`src/rtl/path_id_decoder_if.sv`:
```
`default_nettype none
// ============================================================================
// Module      : path_id_decoder_if
// Description : Handshake bundle for path_id_decoder. The leaf-side
//               valid/ready/value and the result-side valid/ready/root/path/
//               err travel together. The DUT uses the slave modport and the
//               driving agent uses the master modport.
// Signals     : in_valid   leaf offered (master -> slave)
//               in_ready   block can take a leaf (slave -> master)
//               in_value   32-bit unsigned leaf value
//               out_valid  decode result available
//               out_ready  result consumed downstream
//               out_root   recovered root value
//               out_path   branch selects, bit 0 innermost .. bit 3 outermost
//               out_err    leaf not reachable from any root
// Revision    : 1.0  initial release
// ============================================================================
interface path_id_decoder_if;
    logic        in_valid;
    logic        in_ready;
    logic [31:0] in_value;
    logic        out_valid;
    logic        out_ready;
    logic [31:0] out_root;
    logic [3:0]  out_path;
    logic        out_err;

    modport master (
        output in_valid, in_value, out_ready,
        input  in_ready, out_valid, out_root, out_path, out_err
    );

    modport slave (
        input  in_valid, in_value, out_ready,
        output in_ready, out_valid, out_root, out_path, out_err
    );
endinterface
`default_nettype wire

```
`src/rtl/path_id_decoder.sv`:
```
`default_nettype none
// ============================================================================
// Module      : path_id_decoder
// Description : Inverts the four-level instance-value encoding
//               v = 4v+s3, v = 4v+s2, v = 3v+s1, v = 2v+s0 (outermost first).
//               A leaf is peeled one level per cycle (divide by 2, 3, 4, 4);
//               remainder bit 0 of each step becomes the branch select and a
//               remainder above 1 flags the leaf as unreachable.
// Ports       : clk   rising-edge clock
//               rst   synchronous active-high reset
//               bus   path_id_decoder_if.slave (leaf in, result out)
// Revision    : 1.0  initial release
// ============================================================================
module path_id_decoder (
    input wire logic          clk,
    input wire logic          rst,
    path_id_decoder_if.slave  bus
);

    localparam logic [2:0] c_IDLE = 3'd0;
    localparam logic [2:0] c_S0   = 3'd1;
    localparam logic [2:0] c_S1   = 3'd2;
    localparam logic [2:0] c_S2   = 3'd3;
    localparam logic [2:0] c_S3   = 3'd4;
    localparam logic [2:0] c_DONE = 3'd5;

    logic [2:0]  r_state;
    logic [31:0] r_work;
    logic [2:0]  r_path;      // selects from S0..S2; S3's select goes straight to the output
    logic        r_err;
    logic        r_in_ready;
    logic        r_out_valid;
    logic [31:0] r_root;
    logic [3:0]  r_out_path;
    logic        r_out_err;

    logic [31:0] w_q3;
    logic [1:0]  w_rem3;
    logic [31:0] w_quot;
    logic [1:0]  w_rem;

    // Divide-by-3 step. The remainder is 0..2, so it is fully determined by
    // the low two bits of (dividend - 3*quotient).
    assign w_q3   = r_work / 32'd3;
    assign w_rem3 = r_work[1:0] - (w_q3[1:0] + {w_q3[0], 1'b0});

    always_comb begin
        w_quot = r_work;
        w_rem  = 2'd0;
        case (r_state)
            c_S0: begin
                w_quot = {1'b0, r_work[31:1]};
                w_rem  = {1'b0, r_work[0]};
            end
            c_S1: begin
                w_quot = w_q3;
                w_rem  = w_rem3;
            end
            c_S2, c_S3: begin
                w_quot = {2'b00, r_work[31:2]};
                w_rem  = r_work[1:0];
            end
            default: begin
                w_quot = r_work;
                w_rem  = 2'd0;
            end
        endcase
    end

    always_ff @(posedge clk) begin
        if (rst) begin
            r_state     <= c_IDLE;
            r_work      <= 32'd0;
            r_path      <= 3'd0;
            r_err       <= 1'b0;
            r_in_ready  <= 1'b1;
            r_out_valid <= 1'b0;
            r_root      <= 32'd0;
            r_out_path  <= 4'd0;
            r_out_err   <= 1'b0;
        end else begin
            case (r_state)
                c_IDLE: begin
                    if (bus.in_valid && r_in_ready) begin
                        r_work     <= bus.in_value;
                        r_path     <= 3'd0;
                        r_err      <= 1'b0;
                        r_in_ready <= 1'b0;
                        r_state    <= c_S0;
                    end
                end
                c_S0: begin
                    r_work    <= w_quot;
                    r_path[0] <= w_rem[0];
                    r_err     <= r_err | w_rem[1];
                    r_state   <= c_S1;
                end
                c_S1: begin
                    r_work    <= w_quot;
                    r_path[1] <= w_rem[0];
                    r_err     <= r_err | w_rem[1];
                    r_state   <= c_S2;
                end
                c_S2: begin
                    r_work    <= w_quot;
                    r_path[2] <= w_rem[0];
                    r_err     <= r_err | w_rem[1];
                    r_state   <= c_S3;
                end
                c_S3: begin
                    // Result registers are only written here, so they keep
                    // the last result through IDLE and the next decode.
                    r_root     <= w_quot;
                    r_out_path <= {w_rem[0], r_path};
                    r_out_err  <= r_err | w_rem[1];
                    r_state    <= c_DONE;
                end
                c_DONE: begin
                    // out_valid is a registered output of DONE and trails DONE
                    // entry by one cycle; only a presented result can be consumed.
                    if (r_out_valid && bus.out_ready) begin
                        r_out_valid <= 1'b0;
                        r_in_ready  <= 1'b1;
                        r_state     <= c_IDLE;
                    end else begin
                        r_out_valid <= 1'b1;
                    end
                end
                default: begin
                    r_state     <= c_IDLE;
                    r_in_ready  <= 1'b1;
                    r_out_valid <= 1'b0;
                end
            endcase
        end
    end

    assign bus.in_ready  = r_in_ready;
    assign bus.out_valid = r_out_valid;
    assign bus.out_root  = r_root;
    assign bus.out_path  = r_out_path;
    assign bus.out_err   = r_out_err;

endmodule
`default_nettype wire

```
`src/flat_wrapper.sv`:
```
// flat-port wrapper written by rule: the top's interface ports become plain ports
module path_id_decoder_flat 
  (clk, rst, bus_in_valid, bus_in_value, bus_out_ready, bus_in_ready, bus_out_valid, bus_out_root, bus_out_path, bus_out_err);
  path_id_decoder_if bus_i ();
  input wire logic clk;
  input wire logic rst;
  input wire logic [$bits(bus_i.in_valid)-1:0] bus_in_valid;
  input wire logic [$bits(bus_i.in_value)-1:0] bus_in_value;
  input wire logic [$bits(bus_i.out_ready)-1:0] bus_out_ready;
  output wire logic [$bits(bus_i.in_ready)-1:0] bus_in_ready;
  output wire logic [$bits(bus_i.out_valid)-1:0] bus_out_valid;
  output wire logic [$bits(bus_i.out_root)-1:0] bus_out_root;
  output wire logic [$bits(bus_i.out_path)-1:0] bus_out_path;
  output wire logic [$bits(bus_i.out_err)-1:0] bus_out_err;
  assign bus_i.in_valid = bus_in_valid;
  assign bus_i.in_value = bus_in_value;
  assign bus_i.out_ready = bus_out_ready;
  assign bus_in_ready = bus_i.in_ready;
  assign bus_out_valid = bus_i.out_valid;
  assign bus_out_root = bus_i.out_root;
  assign bus_out_path = bus_i.out_path;
  assign bus_out_err = bus_i.out_err;
  path_id_decoder u_core (.clk(clk), .rst(rst), .bus(bus_i));
endmodule
```
`config.mk`:
```
export PLATFORM = sky130hd
export DESIGN_NAME = path_id_decoder_flat
export DESIGN_NICKNAME = d
export VERILOG_FILES = /design/src/rtl/path_id_decoder_if.sv /design/src/rtl/path_id_decoder.sv /design/src/flat_wrapper.sv
export SDC_FILE = /design/constraint.sdc
export NUM_CORES = 1
export LEC_CHECK = 0
export CAP_MARGIN = 5
export CORE_ASPECT_RATIO = 1.2
export CORE_MARGIN = 2
export CORE_UTILIZATION = 26
export DETAILED_ROUTE_END_ITERATION = 8
export PLACE_DENSITY_LB_ADDON = 0.15
export SLEW_MARGIN = 20
export SYNTH_ARGS = -nofsm -noshare
export SYNTH_HDL_FRONTEND = slang
export SYNTH_SLANG_ARGS = --single-unit
```
`constraint.sdc`:
```
create_clock -name clk -period 11.01 [get_ports clk]
set_clock_uncertainty 0.1 [all_clocks]
set_input_delay 2.7525 -clock clk [delete_from_list [all_inputs] [get_ports clk]]
set_output_delay 2.7525 -clock clk [all_outputs]
set_load 0.005 [all_outputs]
```
# Yosys cells after proc, flatten, opt, wreduce, memory -nomap -nowiden
# Index checks and enable logic that the tools add are counted.
# totals
output_inout_bits,39
regBits,78
word_cells,57
# classes
reduce_logical,17
n_eq_ne,7
n_addsub,2
n_mux,17
bitwise,2
div,1
# op_table
cell,n
$pmux 32 s3,1
$pmux 32 s2,1
$div 32x2->32 const B,1
$mux 32,1
$pmux 3 s6,1
$pmux 1 s2,5
$reduce_and 2->1,5
$mux 3,3
$reduce_bool 2->1,4
$eq 3x2->1 const B,2
$eq 3x3->1 const B,2
$pmux 2 s3,1
$reduce_or 5->1,1
$ne 2x1->1 const B,2
$reduce_or 4->1,1
$eq 3x1->1 const B,1
$logic_not 3->1,1
$mux 1,3
$pmux 1 s3,1
$reduce_and 3->1,1
$reduce_or 3->1,1
$add 2x2->2,1
$logic_and 1x1->1,2
$reduce_or 2->1,1
3 further kinds,3

# Longest topological paths before layout
# logic_depth
ltp_word,6
ltp_mapped,40

# Least setup slack after synthesis
# Ideal clock, no wire load.
# synth_timing
path_type,register to register
startpoint,register u_core.r_work[29]
endpoint,register u_core.r_err
setup_slack_ps,2970
t_arrival_ps,7803
required_time_ps,10773
period_less_slack_ps,8040
stages_incl_launch_ff,39
cell_sequence,dfxtp_1 buf_4 buf_2 nor3b_1 a211o_1 o2bb2ai_1 nor2_2 buf_6 nand2_1 o311a_1 o31ai_4 mux2_2 a211oi_4 nand2_1 buf_2 a221oi_1 o2111a_2 o22ai_2 (+3 left out) a32o_1 or4_1 a211oi_1 a311oi_2 nand4_1 and3_1 clkbuf_1 ha_1 and2_1 o31a_1 ha_1 inv_1 ha_1 nor2_1 xor2_1 nor3_1 o211ai_1 o221ai_1
# synth_between
elab_chain_cells,6
# synth_lines
item,line,text
from (decl),path_id_decoder.sv:28,logic [31:0] r_work;
from (signal assigned),path_id_decoder.sv:85,r_work <= bus.in_value;
from (signal assigned),path_id_decoder.sv:93,r_work <= w_quot;
from (signal assigned),path_id_decoder.sv:99,r_work <= w_quot;
$div 32x2->32,path_id_decoder.sv:44,assign w_q3 = r_work / 32'd3;
$add 2x2->2,path_id_decoder.sv:45,"assign w_rem3 = r_work[1:0] - (w_q3[1:0] + {w_q3[0], 1'b0});"
$sub 2x2->2,path_id_decoder.sv:45,
$pmux 2 s3,path_id_decoder.sv:50,case (r_state)
$or 1x1->1,"path_id_decoder.sv:95, path_id_decoder.sv:101, path_id_decoder.sv:107",
$pmux 1 s2,path_id_decoder.sv:82,case (r_state)
to (signal assigned),path_id_decoder.sv:95,r_err <= r_err | w_rem[1];
to (signal assigned),path_id_decoder.sv:101,r_err <= r_err | w_rem[1];
to (signal assigned),path_id_decoder.sv:107,r_err <= r_err | w_rem[1];
to (decl),path_id_decoder.sv:30,logic r_err;
# Every way passes these cells.
# A chain may end at the register's enable or synchronous reset.

# Final worst setup path
# Ends and elaborated chain as after synthesis.

==> summary.md <==
| Metric | Value |
|---|---|
| Worst path slowest cell | sky130_fd_sc_hd__or2_0 |
| Sequential cell area fraction in the yosys report | 21.2% |
| Worst-Skew Late Latency | 0.37 ns |
| Critical path arrival | between 10 and 15 ns |
| Average cell area after synthesis | 6.78 µm² |
| Warnings from Yosys | 0 |
| Vias | 8,224 |
| Finished layout cell area | about 8600 µm² |
| Global route total overflow | 0 |
| Critical path start-end classification | reg -> reg |
| RePlAce Congestion | ~0.88 |
| HPWL after DPL | approximately 19 mm |
| Area taken by flip-flops and latches | about 1600 µm² |
| Die X | 158 µm |
| Run status | finished clean |
| FFs w/ async S/R, synth | 0% |
| Drt initial violations | ~660 |
| Classification of the worst-slack hold path | reg -> reg |
| Height of the die | ~190 µm |
| Max IR drop VDD | 0.111 mV |
| Share of cells above drive strength 1 | 6.87% |
| Tot GR Track Use | roughly a fifth |
| Static leakage | around 2.9 nW |
| Cell count after synthesis | around 1,100 |
| Area growth from synthesis to final layout | 16.2% |
| Routed length per instance | 19.3 µm |
| Transition at the pin with the smallest max-transition slack | 1.08 ns |
| Worst-path clk slew | 0.07 ns |
| Cell area after placement | between 8000 and 9000 µm² |
| CTS sink cnt | between 70 and 80 |
| Floorplan core area | 27,900 µm² |
| Post-CTS Resized | 0 |
| Buffer count from post-CTS setup fixing | 0 |
| Maximum count of clock buffers along a single path | 2 |
| Accumulated negative setup slack | 0 ns |
| Inserted Clock Buffers | 9 |
| Number of inserted filler cells in the final layout | 3,065 |
| Count of flip-flops with a built-in enable after synthesis | 0 |
| RSZ-0062 raised after global routing | false |
| Number of design rule violations left after detail routing | 0 |
| Boundary Pins | 75 |
| Max-cap violations | 0 |
| Count of input and output buffers | 74 |
| Total iterations of the first detailed-routing run | 5 |
| DIE AREA | 29,700 µm² |
| Worst slack after detailed placement | about 1.1 ns |
| Number of failing setup endpoints in the final timing report | 0 |
| Combined area of the multi-input logic cells | 5250 µm² |
| Unique masters post-synth | around 100 |
| Pin count of the biggest net entering global routing | 81 |
| Final cell count without fillers | about 1,500 |
| Highest Clock Rate | 0.0997 GHz |
| CP Max Fanout | 18 |
| H-Tree Depth | 3 |
| Final hold violation count | 0 |
| Post-route worst hold slack | around 0.35 ns |
| Number of antenna cells inserted | 0 |
| Pwr Density | ~360 nW/µm² |
| Cell area after synthesis | 7370 µm² |
| Commonest cells after routing, fill and taps aside | sky130_fd_sc_hd__nand2_1 (176), sky130_fd_sc_hd__nor2_1 (121), sky130_fd_sc_hd__a21oi_1 (100), sky130_fd_sc_hd__dfxtp_1 (77), sky130_fd_sc_hd__clkdlybuf4s50_1 (73) |
| Final ANT Viol Nets | 0 |
| Crit end category | flip-flop |
| Worst path setup slack after routing | 0.983 ns |
| Required arrival time at the worst endpoint | roughly 11 ns |
| Initial Util | a little over a quarter |
| DRT Wirelength | 28.4 mm |
| Root buffer cell | sky130_fd_sc_hd__clkbuf_16 |
| Via count of the first global-routing pass | ~8,000 |
| Number of antenna violations at the first check in global routing | 0 |
| Largest stage delay, worst path | 0.74 ns |
| Std-Cell Rows | 67 |
| Wire length of the first global-routing pass | 45.0 mm |
| Number of placed cells counting well taps | ~1,500 |
| Post-Synthesis Net Count | 1,127 |
| Number of buffers inserted for hold repair after clock tree synthesis | 0 |
| Primary flip-flop cell chosen by synthesis mapping | sky130_fd_sc_hd__dfxtp_1 |
| Post-DR vias/cell | 5.59 |
| Leading cell type in the layout, fill and taps excluded | sky130_fd_sc_hd__nand2_1 |
| Synthesis-stage register bit count | 78 |
| Cell occurring most often along the worst timing path | sky130_fd_sc_hd__ha_1 |
| Startpoint type of the worst setup path | flip-flop |
| Fin crit period | ~10 ns |
| Final period utilization | 91.1% |
| Net total in the final layout | 1,127 |
| Normalized max-slew margin | 27.7% |
| Max Transition Viols Final | 0 |
| Clock tree from TritonCTS | yes |
==> cells in the mapped netlist (5+ instances only) <==
library cell                number  area, µm²
sky130_fd_sc_hd__o21ai_1         5       25.0
sky130_fd_sc_hd__nor3_1         26        130
sky130_fd_sc_hd__dfxtp_1        78       1560
sky130_fd_sc_hd__a31oi_1        19        119
sky130_fd_sc_hd__nand4_1         8       50.1
sky130_fd_sc_hd__xnor2_1         8       70.1
sky130_fd_sc_hd__xor2_1         11       96.3
sky130_fd_sc_hd__a22oi_1        14        105
sky130_fd_sc_hd__nor4_1         11       68.8
sky130_fd_sc_hd__nand3b_1        5       37.5
sky130_fd_sc_hd__a221oi_1       19        166
sky130_fd_sc_hd__a311oi_1        9       78.8
sky130_fd_sc_hd__nor2b_1        14       87.6
sky130_fd_sc_hd__o22a_1          7       61.3
sky130_fd_sc_hd__nand2b_1       11       68.8
sky130_fd_sc_hd__clkbuf_1       73        274
sky130_fd_sc_hd__nand2_1       176        661
sky130_fd_sc_hd__a21boi_0        5       37.5
sky130_fd_sc_hd__nor2_1        123        462
sky130_fd_sc_hd__o22ai_1        16        100
sky130_fd_sc_hd__o21ai_0        57        285
sky130_fd_sc_hd__or3_1           8       50.1
sky130_fd_sc_hd__mux2i_1        18        180
sky130_fd_sc_hd__nor3b_1         5       37.5
sky130_fd_sc_hd__inv_1          27        101
sky130_fd_sc_hd__a2111oi_0       5       43.8
sky130_fd_sc_hd__o31a_1          5       43.8
sky130_fd_sc_hd__clkinv_1        5       18.8
sky130_fd_sc_hd__buf_2          12       60.1
sky130_fd_sc_hd__o211ai_1       15        113
sky130_fd_sc_hd__a21oi_1       100        500
sky130_fd_sc_hd__a211o_1         8       70.1
sky130_fd_sc_hd__o21a_1          6       45.0
sky130_fd_sc_hd__buf_6           6       67.6
sky130_fd_sc_hd__and2_1          6       37.5
sky130_fd_sc_hd__nand3_1        20        100
sky130_fd_sc_hd__and3_1          8       50.1
sky130_fd_sc_hd__a211oi_1       15        113
sky130_fd_sc_hd__o2111ai_1       7       61.3
sky130_fd_sc_hd__buf_1           8       30.0
==> sequential cells by signal, indices dropped and copies added (netlist names) <==
signal                flops
u_core.bus.out_valid      1
u_core.r_path             3
u_core.bus.in_ready       1
u_core.bus.out_err        1
u_core.bus.out_path       4
u_core.bus.out_root      32
u_core.r_state            3
u_core.r_work            32
u_core.r_err              1
==> critical path, delay by kind of cell (launching register included) <==
kind	cells	cell delay [ns]
simple gates	14	3.98
compound gates	11	3.35
fa+ha+maj	3	0.72
flops	1	0.72
mux	1	0.46
buf+inv	2	0.31
xor+xnor	1	0.21
==> layer usage <==
layer | wire length [µm] | share of wire (%) | GRT usage (%) | vias up
li1 | - | - | - | 4003
met1 | 12600 | 44 | 25.3 | 3908
met2 | 13800 | 48 | 32.2 | 269
met3 | 1310 | 4.6 | 2.46 | 44
met4 | 722 | 2.5 | 6.92 | 0
met5 | 0 | 0 | 0 | -
==> power by group <==
part / leakage [nW] / internal [W] / switching, W
clock: 0.146 / 0.000182 / 0.000141
sequential: 0.636 / 0.000330 / 0.000174
combinational: 2.09 / 0.000854 / 0.00139
total: 2.87 / 0.00137 / 0.00171
==> cells by family after synthesis <==
group / count (synthesis) / share of synthesized area [%]
compound gates: 378 / 36.3
xor+xnor: 19 / 2.26
fa+ha+maj: 4 / 0.679
buf+inv: 133 / 7.69
flops: 78 / 21.2
mux: 24 / 3.41
simple gates: 451 / 28.5
==> area by class of cell <==
| type | count | area share (%) |
|---|---|---|
| Sequential cell | 78 | 18.2 |
| Clock inverter | 5 | 0.658 |
| Clock buffer | 11 | 2.83 |
| Inverter | 32 | 1.40 |
| Tap cell | 379 | 5.54 |
| Timing Repair Buffer | 90 | 9.99 |
| Multi-Input combinational cell | 876 | 61.3 |
==> through the flow <==
stage	util [%]	power [W]
2_1_floorplan	-	0.00227
3_3_place_gp	29.6	0.00274
3_5_place_dp	29.6	0.00271
4_1_cts	30.7	0.00305
5_1_grt	30.7	0.00335
6_report	30.7	0.00308
==> final timing paths <==
check | start | to | slack [ns] | cells after the start
max | u_core.r_work[29] | u_core.r_err | 0.98 | 32
min | u_core.bus.out_root[24] | u_core.bus.out_root[24] | 0.35 | 2
max reg2reg | u_core.r_work[29] | u_core.r_err | 0.98 | 32
min reg2reg | u_core.bus.out_root[24] | u_core.bus.out_root[24] | 0.35 | 2
Power figures use the tool's default switching activity.
